$ cat config.mk
export PLATFORM = sky130hd
export DESIGN_NAME = dpdm_rx
export DESIGN_NICKNAME = d
export VERILOG_FILES = /design/src/rtl/dpdm_rx.sv
export SDC_FILE = /design/constraint.sdc
export NUM_CORES = 1
export LEC_CHECK = 0
export BUFFER_PORTS_ARGS = -buffer_cell sky130_fd_sc_hd__buf_2
export CAP_MARGIN = 15
export CELL_PAD_IN_SITES_DETAIL_PLACEMENT = 1
export CELL_PAD_IN_SITES_GLOBAL_PLACEMENT = 2
export CORE_MARGIN = 8
export CORE_UTILIZATION = 36
export DETAILED_ROUTE_END_ITERATION = 8
export HOLD_SLACK_MARGIN = 0.1
export PLACE_DENSITY = 0.82
export SYNTH_ARGS = -nofsm -noshare
export SYNTH_HDL_FRONTEND = slang
export SYNTH_SLANG_ARGS = --single-unit
$ cat constraint.sdc
create_clock -name clk -period 2.4 [get_ports clk]
set_input_delay 0.24 -clock clk [delete_from_list [all_inputs] [get_ports clk]]
set_output_delay 0.24 -clock clk [all_outputs]
set_load 0.05 [all_outputs]
$ cat src/rtl/dpdm_rx.sv
// Host-side USB DP/DM line receiver: SYNC check, symbol forwarding,
// EOP detection, error and timeout reporting.
module dpdm_rx #(
    parameter int TIMEOUT  = 16,
    parameter int MAX_BITS = 1024
) (
    input  logic       clk,
    input  logic       rst,
    input  logic [1:0] host_in,
    input  logic       rx_start,
    output logic       s_out,
    output logic       s_valid,
    output logic       rx_done,
    output logic       rx_err,
    output logic       rx_timeout,
    output logic       busy
);

    localparam int BW = $clog2(MAX_BITS + 1);
    localparam int WW = $clog2(TIMEOUT + 1);

    // Bit i is the expected level of SYNC symbol i (1=J, 0=K): K J K J K J K K
    localparam logic [7:0] SYNC_PAT = 8'b0010_1010;

    typedef enum logic [2:0] {
        IDLE,
        WAIT_SYNC,
        SYNC,
        DATA,
        EOP1,
        EOP2
    } state_t;

    state_t          state_q, state_d;
    logic [WW-1:0]   wait_cnt_q, wait_cnt_d;
    logic [2:0]      sync_idx_q, sync_idx_d;
    logic [BW-1:0]   bit_cnt_q, bit_cnt_d;
    logic            s_out_q, s_out_d;
    logic            s_valid_q, s_valid_d;
    logic            done_q, done_d;
    logic            err_q, err_d;
    logic            to_q, to_d;

    logic is_j, is_k, is_se0, sync_ok;

    assign is_j    = (host_in == 2'b10);
    assign is_k    = (host_in == 2'b01);
    assign is_se0  = (host_in == 2'b00);
    assign sync_ok = (is_j || is_k) && (is_j == SYNC_PAT[sync_idx_q]);

    always_comb begin
        state_d    = state_q;
        wait_cnt_d = wait_cnt_q;
        sync_idx_d = sync_idx_q;
        bit_cnt_d  = bit_cnt_q;
        s_out_d    = 1'b0;
        s_valid_d  = 1'b0;
        done_d     = 1'b0;
        err_d      = 1'b0;
        to_d       = 1'b0;
        unique case (state_q)
            IDLE: begin
                if (rx_start) begin
                    state_d    = WAIT_SYNC;
                    wait_cnt_d = '0;
                end
            end
            WAIT_SYNC: begin
                if (is_j) begin
                    wait_cnt_d = wait_cnt_q + WW'(1);
                    if (wait_cnt_q + WW'(1) == WW'(TIMEOUT)) begin
                        state_d = IDLE;
                        to_d    = 1'b1;
                    end
                end else if (is_k) begin
                    state_d    = SYNC;
                    sync_idx_d = 3'd1;
                end else begin
                    state_d = IDLE;
                    err_d   = 1'b1;
                end
            end
            SYNC: begin
                if (!sync_ok) begin
                    state_d = IDLE;
                    err_d   = 1'b1;
                end else if (sync_idx_q == 3'd7) begin
                    state_d   = DATA;
                    bit_cnt_d = '0;
                end else begin
                    sync_idx_d = sync_idx_q + 3'd1;
                end
            end
            DATA: begin
                if (is_j || is_k) begin
                    if (bit_cnt_q == BW'(MAX_BITS)) begin
                        state_d = IDLE;
                        err_d   = 1'b1;
                    end else begin
                        s_valid_d = 1'b1;
                        s_out_d   = is_j;
                        bit_cnt_d = bit_cnt_q + BW'(1);
                    end
                end else if (is_se0) begin
                    state_d = EOP1;
                end else begin
                    state_d = IDLE;
                    err_d   = 1'b1;
                end
            end
            EOP1: begin
                if (is_se0) begin
                    state_d = EOP2;
                end else begin
                    state_d = IDLE;
                    err_d   = 1'b1;
                end
            end
            EOP2: begin
                state_d = IDLE;
                if (is_j) done_d = 1'b1;
                else      err_d  = 1'b1;
            end
            default: state_d = IDLE;
        endcase
    end

    always_ff @(posedge clk) begin
        if (rst) begin
            state_q    <= IDLE;
            wait_cnt_q <= '0;
            sync_idx_q <= '0;
            bit_cnt_q  <= '0;
            s_out_q    <= 1'b0;
            s_valid_q  <= 1'b0;
            done_q     <= 1'b0;
            err_q      <= 1'b0;
            to_q       <= 1'b0;
        end else begin
            state_q    <= state_d;
            wait_cnt_q <= wait_cnt_d;
            sync_idx_q <= sync_idx_d;
            bit_cnt_q  <= bit_cnt_d;
            s_out_q    <= s_out_d;
            s_valid_q  <= s_valid_d;
            done_q     <= done_d;
            err_q      <= err_d;
            to_q       <= to_d;
        end
    end

    assign s_out      = s_out_q;
    assign s_valid    = s_valid_q;
    assign rx_done    = done_q;
    assign rx_err     = err_q;
    assign rx_timeout = to_q;
    assign busy       = (state_q != IDLE);

endmodule
# Word-level counts from Yosys, hierarchy flattened
# Memories as Yosys holds them, arrays and structs flattened. A register that Yosys moved wholly into a read port is not among the register bits.
# Cells that the tools add are included.
[op_classes]
add_sub_neg = 3
n_lt_le_gt_ge = 1
n_eq_ne = 23
mux = 38
bitwise_logic = 5
n_reduce_logical = 16
[ops]
columns = ["cell", "n"]
rows = [
  ["3-bit 2-to-1 mux", 15],
  ["11-bit 2-to-1 mux", 4],
  ["11-bit one-hot mux with 2 select lines", 1],
  ["2-bit != test, second input constant", 9],
  ["3-bit one-hot mux with 5 select lines", 1],
  ["11-bit by 1-bit adder with 11-bit output, second input constant", 1],
  ["11-bit == test, second input constant", 1],
  ["1-bit 2-to-1 mux", 11],
  ["5-bit 2-to-1 mux", 2],
  ["5-bit one-hot mux with 2 select lines", 1],
  ["5-bit AND reduction", 2],
  ["3-bit == test, second input constant", 3],
  ["3-bit != test, second input constant", 3],
  ["3-bit by 2-bit == test with 1-bit output, second input constant", 2],
  ["3-bit one-hot mux with 2 select lines", 1],
  ["2-bit nonzero test", 3],
  ["3-bit OR reduction", 2],
  ["5-bit by 1-bit adder with 5-bit output, second input constant", 1],
  ["5-bit == test, second input constant", 1],
  ["1-bit inverter", 5],
  ["1-bit one-hot mux with 5 select lines", 1],
  ["3-bit by 4-bit < comparator with 1-bit output, second input constant", 1],
  ["4-bit AND reduction", 1],
  ["4-bit OR reduction", 1],
  ["13 further kinds", 13],
]
[totals]
ff_bits = 27
rom_bits = 8
input_bits = 5
out_inout_bits = 6
wordCells = 96
memories = 1
[mem_list]
columns = ["name", "words", "width", "rd", "rd_clocked_by_memory_dff", "write_ports", "line_no", "text"]
rows = [
  ["(no name shown)", 8, 1, 1, 1, 0, "49", "assign sync_ok = (is_j || is_k) && (is_j == SYNC_PAT[sync_idx_q]);"],
]

# Longest topological paths before layout
# Gate-level depths: netlist (run 1).
[logic_depth]
depth_word = 8
depth_mapped = 8
mapped_depth_nobuf = 7

# Worst setup path before layout (run 1)
# No wires, ideal clock.
[synth_path]
path_type = "input to register"
start = "input port host_in[0]"
end = "register bit_cnt_q[2]"
setup_ps = 75
arrival_ps = 1880
t_required_ps = 2325
setup_slack_ps = 444
path_stages = 7
n_path_buf = 1
path_cell_list = "inv_1 ha_1 o31ai_4 a2111o_2 buf_6 or3_1 a21oi_1"
[synth_via]
elab_chain_len = 5
elab_cells_between_ends = 8
classes_between = "eq/ne: 5; reduce/logical: 3"
[synth_rtl]
columns = ["element", "line_no", "text"]
rows = [
  ["start, declared", "9", "input logic [1:0] host_in,"],
  ["2-bit == test or 2-bit by 1-bit == test with 1-bit output (tied branches)", "46, 47", ""],
  ["1-bit == test or 1-bit logical OR (tied branches)", "49, 95", ""],
  ["1-bit logical AND", "49", ""],
  ["2-bit != test (no source line)", "-", ""],
  ["5-bit AND reduction (no source line) *", "-", ""],
  ["end signal, assigned", "143", "bit_cnt_q <= bit_cnt_d;"],
  ["end, declared", "37", "logic [BW-1:0] bit_cnt_q, bit_cnt_d;"],
]
# Mark *: on every way between the ends. The rest lies on a longest branch, timed or not.
# A chain may end at the register's enable or synchronous reset.

# Final worst setup path (run 1)
[layout_path]
start = "register state_q[0]"
end = "register bit_cnt_q[5]"
[layout_via]
elab_chain_len = 3
elab_cells_between_ends = 9
classes_between = "eq/ne: 6; mux: 1; reduce/logical: 2"
[layout_rtl]
columns = ["element", "line_no", "text"]
rows = [
  ["start, declared", "34", "state_t state_q, state_d;"],
  ["start signal, assigned", "140", "state_q <= state_d;"],
  ["3-bit by 2-bit == test with 1-bit output", "61", "unique case (state_q)"],
  ["2-bit != test (no source line) or 2-bit nonzero test (tied branches)", "-", ""],
  ["5-bit AND reduction (no source line)", "-", ""],
]
# Parallel ways exist; a longest one is shown, timed or not.

==> flow_metrics.env, run 1 <==
export IMPL_cts_tree="done"
export IMPL_post_drt_via_cell_ratio=5.61
export IMPL_seq_area_frac_synth_pct=36.0
export IMPL_drt_iter0_markers=67
export IMPL_power_uw=963
export IMPL_hold_depth=2
export IMPL_final_hold_viol_count=0
export IMPL_tightest_slew_ns=0.443
export IMPL_worst_ep_required_time_ns=2.62
export IMPL_p_leak_uw=0.000676
export IMPL_cts_setup_buffers=0
export IMPL_synthFlopType="dfxtp_1"
export IMPL_fmax_ghz=0.469
export IMPL_setup_violations=0
export IMPL_grt_max_degree=18
export IMPL_rows=24
export IMPL_synthArstFlopShare_pct=0
export IMPL_hold_end="wait_cnt_q[4]"
export IMPL_antenna_found_initial=0
export IMPL_clock_sinks=28
export IMPL_hpwl_um=3120
export IMPL_cts_resized=0
export IMPL_ys_ff_latch=28
export IMPL_die_area_um2=6680
export IMPL_clock_skew_ns=0.00787
export IMPL_final_nets=217
export IMPL_grt_pass1_vias=1517
export IMPL_setup_tns_ns=0
export IMPL_arrival_ns=2.35
export IMPL_synth_area_leaders="dfxtp_1 36%, ha_1 7.2%, a21oi_1 4.8%"
export IMPL_r2r_end="bit_cnt_q[5]"
export IMPL_netlist_area_um2=1560
export IMPL_insertion_delay_ns=0.28
export IMPL_yosysWarnings=0
export IMPL_worstSetupPathType="register to register"
export IMPL_synth_edf_count=0
export IMPL_drc=0
export IMPL_worstPathMaxFanout=17
export IMPL_cap_violations=0
export IMPL_synth_top_cell_area_share_pct=36.0
export IMPL_overflow=0
export IMPL_syn2layout_area_growth_pct=13.3
export IMPL_slew_headroom_pct=70.2
export IMPL_start_util_pct=36.5
export IMPL_htree_levels=1
export IMPL_wl_um=4100
export IMPL_cp_start_kind="register"
export IMPL_power_density_nw_per_um2=546
export IMPL_drt_wirelength_per_cell_um=16.1
export IMPL_syn_num_nets=200
export IMPL_pin_count=11
export IMPL_ir_drop_mv=0.211
export IMPL_reg2regPathDepth=5
export IMPL_hold_path_startpoint="rst"
export IMPL_cts_root_buf="clkbuf_8"
export IMPL_grt_pass1_wl_um=6860
export IMPL_fp_coreArea_um2=4260
export IMPL_period_share_pct=88.8
export IMPL_numCtsBuffers=3
export IMPL_track_usage_pct=12.9
export IMPL_final_common_cell="dfxtp_1"
export IMPL_synth_cells=186
export IMPL_drv_slew=0
export IMPL_clk_pin_slew_ns=0.10
export IMPL_worstSetupStartpoint="state_q[0]"
export IMPL_fp_dieW_um=81.8
export IMPL_synth_cell_types=47
export IMPL_hp_class="primary input to register"
export IMPL_cts_hold_buffers_added=0
export IMPL_dr_pass1_iters=4
export IMPL_yosysTopAreaCell="dfxtp_1"
export IMPL_via_count=1424
export IMPL_rsz0062_at_grt="no"
export IMPL_period_minus_slack_ns=2.13
export IMPL_layout_common_cells="28 x dfxtp_1, 16 x nand2_1, 15 x a21oi_1"
export IMPL_io_buffers=10
export IMPL_antennaDiodeCount=0
export IMPL_clk_path_buf_depth=2
export IMPL_syn_avg_cell_area_um2=8.37
export IMPL_r2r_start="state_q[0]"
export IMPL_drive_above_1_share_pct=13.9
export IMPL_place_gp_congestion=0.826
export IMPL_postRouteAntennaNets=0
export IMPL_die_h_um=81.8
export IMPL_r2r_setup_slack_ns=0.27
export IMPL_cp_end_kind="register"
export IMPL_status="finished, final reports clean"
export IMPL_fin_util_pct=41.3
[sequential cells by signal, summed over array words and instances, names as in the netlist, named ones only]
register / count
rx_err: 1
bit_cnt_q: 11
wait_cnt_q: 5
state_q: 3
rx_timeout: 1
rx_done: 1
sync_idx_q: 3
s_valid: 1
s_out: 1
[cell type report]
type / count / area [µm²]
sequential: 28 / 561
inverter: 10 / 37.5
fill: 520 / 2500
multi-input combinational: 143 / 926
tap: 52 / 65.1
clock inverter: 1 / 30.0
clock buffer: 3 / 41.3
timing repair buffer: 17 / 103
[per-layer routing]
| metal | routed length [µm] | up-vias | share of wire (%) | global-route usage (%) |
|---|---|---|---|---|
| met2 | 2160 | 11 | 53 | 24.7 |
| met5 | 0 | - | 0 | 0 |
| met1 | 1800 | 689 | 44 | 14.1 |
| met3 | 109 | 5 | 2.7 | 2.19 |
| met4 | 37 | 0 | 0.90 | 3.51 |
| li1 | - | 719 | - | - |
[through the flow]
stage / instance area [µm²] / cells / hold slack [ns] / worst slack (ns)
floorplan: 1560 / 186 / 0.444 / 0.444
global placement: 1690 / 250 / 0.458 / 0.233
detailed placement: 1690 / 250 / 0.479 / 0.160
CTS: 1760 / 254 / 0.311 / 0.257
global route: 1760 / 254 / 0.328 / 0.125
finish: 1760 / 254 / 0.313 / 0.270
[how the worst max path moves through the flow]
| stage | to | slack [ns] |
|---|---|---|
| 2_1_floorplan | bit_cnt_q[2] | 0.44 |
| 3_3_place_gp | bit_cnt_q[5] | 0.23 |
| 3_5_place_dp | bit_cnt_q[5] | 0.16 |
| 4_1_cts | bit_cnt_q[5] | 0.26 |
| 5_1_grt | bit_cnt_q[5] | 0.13 |
| 6_report | bit_cnt_q[5] | 0.27 |
[synthesized netlist by cell type (2+ instances only)]
cell / count
or4_4: 2
and3_1: 2
dfxtp_1: 28
nand2b_1: 6
buf_2: 2
a21oi_1: 15
nand3_1: 9
a22o_1: 3
a2111oi_0: 2
nor2_1: 14
o21ai_1: 7
or4_1: 3
nor3_1: 3
o211ai_1: 2
nand2_1: 16
a31oi_1: 3
or3_1: 6
inv_1: 9
o21ai_0: 8
nand3b_1: 2
and4_1: 2
ha_1: 9
nor4_1: 2
and2_1: 5
nand4_1: 4
[worst max-delay path, cell delays in order, from the launching register on]
cell      delay [ns]
dfxtp_1         0.61
nand2b_1        0.24
a21oi_1         0.08
a2111o_2        0.56
or4_1           0.49
o21ai_1         0.08
[where the power goes]
group	switching (µW)	internal [µW]	leakage [µW]
logic	63.9	37.4	0.000414
clock network	159	224	0.0000357
registers	9.77	470	0.000226
[cells by family (layout without fill, tap and decap cells)]
group           count (synthesis)  count (layout)  share of synthesized area (%)
fa+ha+maj                       9               9                           7.23
mux                             2               2                           1.37
flops                          28              28                           36.0
simple gates                   80              80                           28.5
xor+xnor                        1               1                           1.05
buf+inv                        15              31                           4.50
compound gates                 51              51                           21.3
Power figures use the tool's default switching activity.
==> inputs of run 2 (changes only) <==
--- a/config.mk
+++ b/config.mk
@@ -14,6 +14,7 @@
 export DETAILED_ROUTE_END_ITERATION = 8
 export HOLD_SLACK_MARGIN = 0.1
 export PLACE_DENSITY = 0.82
+export REMOVE_ABC_BUFFERS = 1
 export SYNTH_ARGS = -nofsm -noshare
 export SYNTH_HDL_FRONTEND = slang
 export SYNTH_SLANG_ARGS = --single-unit
==> flow_metrics.env, run 2 (synthesized netlist as in run 1, its figures left out) <==
export IMPL_antennaDiodeCount=0
export IMPL_grt_pass1_wl_um=6840
export IMPL_tightest_slew_ns=0.511
export IMPL_clk_path_buf_depth=2
export IMPL_dr_pass1_iters=4
export IMPL_via_count=1473
export IMPL_r2r_start="state_q[0]"
export IMPL_cp_end_kind="register"
export IMPL_arrival_ns=2.39
export IMPL_stdcell_area_um2=1760
export IMPL_period_minus_slack_ns=2.17
export IMPL_antenna_found_initial=0
export IMPL_slew_headroom_pct=65.7
export IMPL_drt_wirelength_per_cell_um=16.0
export IMPL_cp_start_kind="register"
export IMPL_grt_pass1_vias=1513
export IMPL_worstPathCellList="nand2b_1 > a21oi_1 > a2111o_2 > or4_1 > o21ai_1"
export IMPL_dp_slack_ns=0.0901
export IMPL_rsz0062_at_grt="no"
export IMPL_pwr_share_comb_pct=10.5
export IMPL_syn2layout_area_growth_pct=13.3
export IMPL_clock_skew_ns=0.00649
export IMPL_slowest_stage="dfxtp_1"
export IMPL_insertion_delay_ns=0.28
export IMPL_status="finished, final reports clean"
export IMPL_overflow=0
export IMPL_grt_max_degree=18
export IMPL_layout_common_cells="28 x dfxtp_1, 16 x nand2_1, 15 x a21oi_1"
export IMPL_power_uw=961
export IMPL_final_nets=217
export IMPL_setup_tns_ns=0
export IMPL_drive_above_1_share_pct=13.9
export IMPL_fp_coreArea_um2=4260
export IMPL_p_leak_uw=0.000676
export IMPL_hpwl_um=3140
export IMPL_wl_um=4060
export IMPL_fmax_ghz=0.461
export IMPL_hold_path_startpoint="rst"
export IMPL_final_common_cell="dfxtp_1"
export IMPL_worstSetupPathType="register to register"
export IMPL_seqPwrFrac_pct=49.9
export IMPL_fp_dieW_um=81.8
export IMPL_critPathMaxStageDelay_ns=0.59
export IMPL_place_gp_congestion=0.863
export IMPL_intPower_uw=731
export IMPL_fillers=527
export IMPL_reg_largest_list="bit_cnt_q (11), wait_cnt_q (5)"
export IMPL_hp_class="primary input to register"
export IMPL_io_buffers=10
export IMPL_drt_iter0_markers=43
export IMPL_period_share_pct=90.4
export IMPL_worst_ep_required_time_ns=2.62
export IMPL_cap_violations=0
export IMPL_crit_buf_inv=0
export IMPL_dpl_cell_area_um2=1690
export IMPL_worstSetupStartpoint="state_q[0]"
export IMPL_clk_pin_slew_ns=0.10
export IMPL_switching_share_pct=23.9
export IMPL_die_area_um2=6680
export IMPL_rows=24
export IMPL_track_usage_pct=12.9
export IMPL_largest_reg_flops=11
export IMPL_final_hold_viol_count=0
export IMPL_cts_setup_buffers=0
export IMPL_setup_ws_ns=0.231
export IMPL_pin_count=11
export IMPL_cts_resized=0
export IMPL_cts_hold_buffers_added=0
export IMPL_cts_tree="done"
export IMPL_worstPathMaxFanout=17
export IMPL_postRouteAntennaNets=0
export IMPL_power_density_nw_per_um2=545
export IMPL_p_clk_share_pct=39.6
export IMPL_largest_register="bit_cnt_q"
export IMPL_die_h_um=81.8
export IMPL_drv_slew=0
export IMPL_cts_root_buf="clkbuf_8"
export IMPL_numCtsBuffers=3
export IMPL_clock_sinks=28
export IMPL_setup_violations=0
export IMPL_htree_levels=1
export IMPL_crit_family="simple AND/OR/NAND/NOR gates"
export IMPL_ir_drop_mv=0.331
export IMPL_switching_power_uw=230
export IMPL_drc=0
export IMPL_post_drt_via_cell_ratio=5.80
export IMPL_start_util_pct=36.5
[run 2: power by group through the flow]
stage / registers (µW) / logic [µW] / clock network (µW)
final: 479 / 101 / 380
after CTS: 479 / 102 / 391
after global routing: 481 / 111 / 405
after detailed placement: 490 / 101 / 0
after floorplan: 489 / 66.3 / 0
after global placement: 490 / 96.9 / 0
[run 2: area by class of cell]
type | instances | area, µm² | area share, %
Clock buffer | 3 | 41.3 | 2.34
Clock inverter | 1 | 30.0 | 1.70
Inverter | 10 | 37.5 | 2.13
Tap cell | 52 | 65.1 | 3.69
Timing Repair Buffer | 17 | 103 | 5.82
Multi-Input combinational cell | 143 | 926 | 52.5
Sequential cell | 28 | 561 | 31.8
[run 2: worst paths after layout]
path	to	slack, ns	cells past startpoint
worst min-delay path	wait_cnt_q[1]	0.32	2
worst min register to register	bit_cnt_q[5]	0.51	2
worst max-delay path	bit_cnt_q[7]	0.23	5
worst max register to register	bit_cnt_q[7]	0.23	5
[run 2: worst register-to-register path, cell delays in order (launching register included)]
cell	delay, ns
dfxtp_1	0.59
nand2b_1	0.26
a21oi_1	0.09
a2111o_2	0.57
or4_1	0.52
o21ai_1	0.09
[run 2: metal layers]
metal / wire [µm] / vias to the layer above / track usage (%)
met2: 2140 / 10 / 24.9
met1: 1760 / 737 / 13.8
met3: 84 / 6 / 1.42
met5: 0 / - / 0
li1: - / 720 / -
met4: 74 / 0 / 5.26
[run 2: metrics by stage]
stage / hold WS, ns / utilization, % / std cells
2_1_floorplan: 0.309 / - / 181
3_3_place_gp: 0.458 / 39.7 / 250
3_5_place_dp: 0.492 / 39.7 / 250
4_1_cts: 0.315 / 41.3 / 254
5_1_grt: 0.318 / 41.3 / 254
6_report: 0.324 / 41.3 / 254
==> inputs of run 3 (changes only) <==
--- a/config.mk
+++ b/config.mk
@@ -10,10 +10,10 @@
 export CELL_PAD_IN_SITES_DETAIL_PLACEMENT = 1
 export CELL_PAD_IN_SITES_GLOBAL_PLACEMENT = 2
 export CORE_MARGIN = 8
-export CORE_UTILIZATION = 36
+export CORE_UTILIZATION = 35
 export DETAILED_ROUTE_END_ITERATION = 8
 export HOLD_SLACK_MARGIN = 0.1
-export PLACE_DENSITY = 0.82
+export PLACE_DENSITY = 0.8
 export REMOVE_ABC_BUFFERS = 1
 export SYNTH_ARGS = -nofsm -noshare
 export SYNTH_HDL_FRONTEND = slang
==> flow_metrics.env, run 3 (synthesized netlist as in run 1, its figures left out) <==
export IMPL_reg_largest_list="bit_cnt_q (11), wait_cnt_q (5)"
export IMPL_overflow=0
export IMPL_p_leak_uw=0.000669
export IMPL_numCtsBuffers=3
export IMPL_pin_count=11
export IMPL_largest_reg_flops=11
export IMPL_place_gp_congestion=0.829
export IMPL_cts_root_buf="clkbuf_8"
export IMPL_fmax_ghz=0.466
export IMPL_switching_power_uw=227
export IMPL_largest_register="bit_cnt_q"
export IMPL_antenna_found_initial=0
export IMPL_start_util_pct=36.0
export IMPL_cts_setup_buffers=0
export IMPL_cts_hold_buffers_added=0
export IMPL_hp_class="primary input to register"
export IMPL_cap_violations=0
export IMPL_grt_max_degree=18
export IMPL_syn2layout_area_growth_pct=12.2
export IMPL_worst_ep_required_time_ns=2.62
export IMPL_ir_drop_mv=0.253
export IMPL_clock_skew_ns=0.00259
export IMPL_stdcell_area_um2=1750
export IMPL_drt_wirelength_per_cell_um=15.4
export IMPL_insertion_delay_ns=0.28
export IMPL_postRouteAntennaNets=0
export IMPL_cp_end_kind="register"
export IMPL_antennaDiodeCount=0
export IMPL_setup_violations=0
export IMPL_fin_util_pct=40.4
export IMPL_grt_pass1_vias=1486
export IMPL_via_count=1434
export IMPL_final_hold_viol_count=0
export IMPL_worstPathMaxFanout=17
export IMPL_grt_pass1_wl_um=6670
export IMPL_drt_iter0_markers=66
export IMPL_drc=0
export IMPL_intPower_uw=654
export IMPL_cts_tree="done"
export IMPL_setup_tns_ns=0
export IMPL_period_share_pct=89.5
export IMPL_arrival_ns=2.36
export IMPL_rows=24
export IMPL_post_drt_via_cell_ratio=5.65
export IMPL_status="finished, final reports clean"
export IMPL_power_density_nw_per_um2=504
export IMPL_io_buffers=10
export IMPL_die_area_um2=6840
export IMPL_track_usage_pct=12.3
export IMPL_htree_levels=1
export IMPL_clk_path_buf_depth=2
export IMPL_p_clk_share_pct=34.2
export IMPL_slew_headroom_pct=70.9
export IMPL_clock_sinks=28
export IMPL_fp_dieW_um=82.7
export IMPL_tightest_slew_ns=0.433
export IMPL_switching_share_pct=25.7
export IMPL_hpwl_um=3060
export IMPL_dpl_cell_area_um2=1690
export IMPL_dr_pass1_iters=4
export IMPL_die_h_um=82.7
export IMPL_pwr_share_comb_pct=11.3
export IMPL_layout_common_cells="28 x dfxtp_1, 16 x nand2_1, 15 x a21oi_1"
export IMPL_wl_um=3910
export IMPL_cp_start_kind="register"
export IMPL_clk_pin_slew_ns=0.10
export IMPL_final_common_cell="dfxtp_1"
export IMPL_period_minus_slack_ns=2.15
export IMPL_seqPwrFrac_pct=54.4
export IMPL_drive_above_1_share_pct=13.9
export IMPL_drv_slew=0
export IMPL_worstSetupPathType="register to register"
export IMPL_rsz0062_at_grt="no"
export IMPL_hold_ws_ns=0.312
export IMPL_cts_resized=0
export IMPL_final_nets=217
export IMPL_fp_coreArea_um2=4320
[run 3: cell types whose count changed in the layout (fill, tap and decap cells not counted)]
| cell | delta |
|---|---|
| bufinv_16 | -1 |
| clkbuf_8 | +1 |
[run 3: critical path, stage by stage, from the launching register on]
cell	delay (ns)
dfxtp_1	0.38
inv_1	0.08
ha_1	0.20
nand2_1	0.11
o31ai_4	0.10
a2111o_2	0.62
or4_1	0.51
o21ai_1	0.09
[run 3: final timing paths]
check / start / endpoint / slack, ns / cells past startpoint
min: rst / wait_cnt_q[1] / 0.31 / 2
max reg2reg: bit_cnt_q[0] / bit_cnt_q[5] / 0.25 / 7
min reg2reg: bit_cnt_q[5] / bit_cnt_q[5] / 0.49 / 2
max: bit_cnt_q[0] / bit_cnt_q[5] / 0.25 / 7
[run 3: routing by layer]
metal / wire (µm) / vias to the layer above / global-route usage, %
li1: - / 719 / -
met1: 1770 / 690 / 13.8
met2: 1940 / 15 / 22.1
met3: 109 / 10 / 2.60
met4: 86 / 0 / 4.48
met5: 0 / - / 0
[run 3: power by group through the flow]
stage / sequential [µW] / clock, µW / combinational [µW]
global route: 481 / 330 / 111
CTS: 479 / 306 / 101
detailed placement: 490 / 0 / 100
global placement: 490 / 0 / 97.4
finish: 480 / 301 / 100
floorplan: 489 / 0 / 66.3
[run 3: cell type report]
| cell class | instances | area, µm² |
|---|---|---|
| Clock buffer | 4 | 55.1 |
| Sequential cell | 28 | 561 |
| Timing Repair Buffer | 17 | 103 |
| Tap cell | 52 | 65.1 |
| Inverter | 10 | 37.5 |
| Multi-Input combinational cell | 143 | 926 |
| Fill cell | 540 | 2580 |
[run 3: metrics by stage]
stage | power, µW | setup WS, ns | instances
floorplan | 556 | 0.420 | 181
detailed placement | 591 | 0.134 | 250
global placement | 587 | 0.236 | 250
global route | 922 | 0.145 | 254
finish | 881 | 0.253 | 254
CTS | 886 | 0.233 | 254
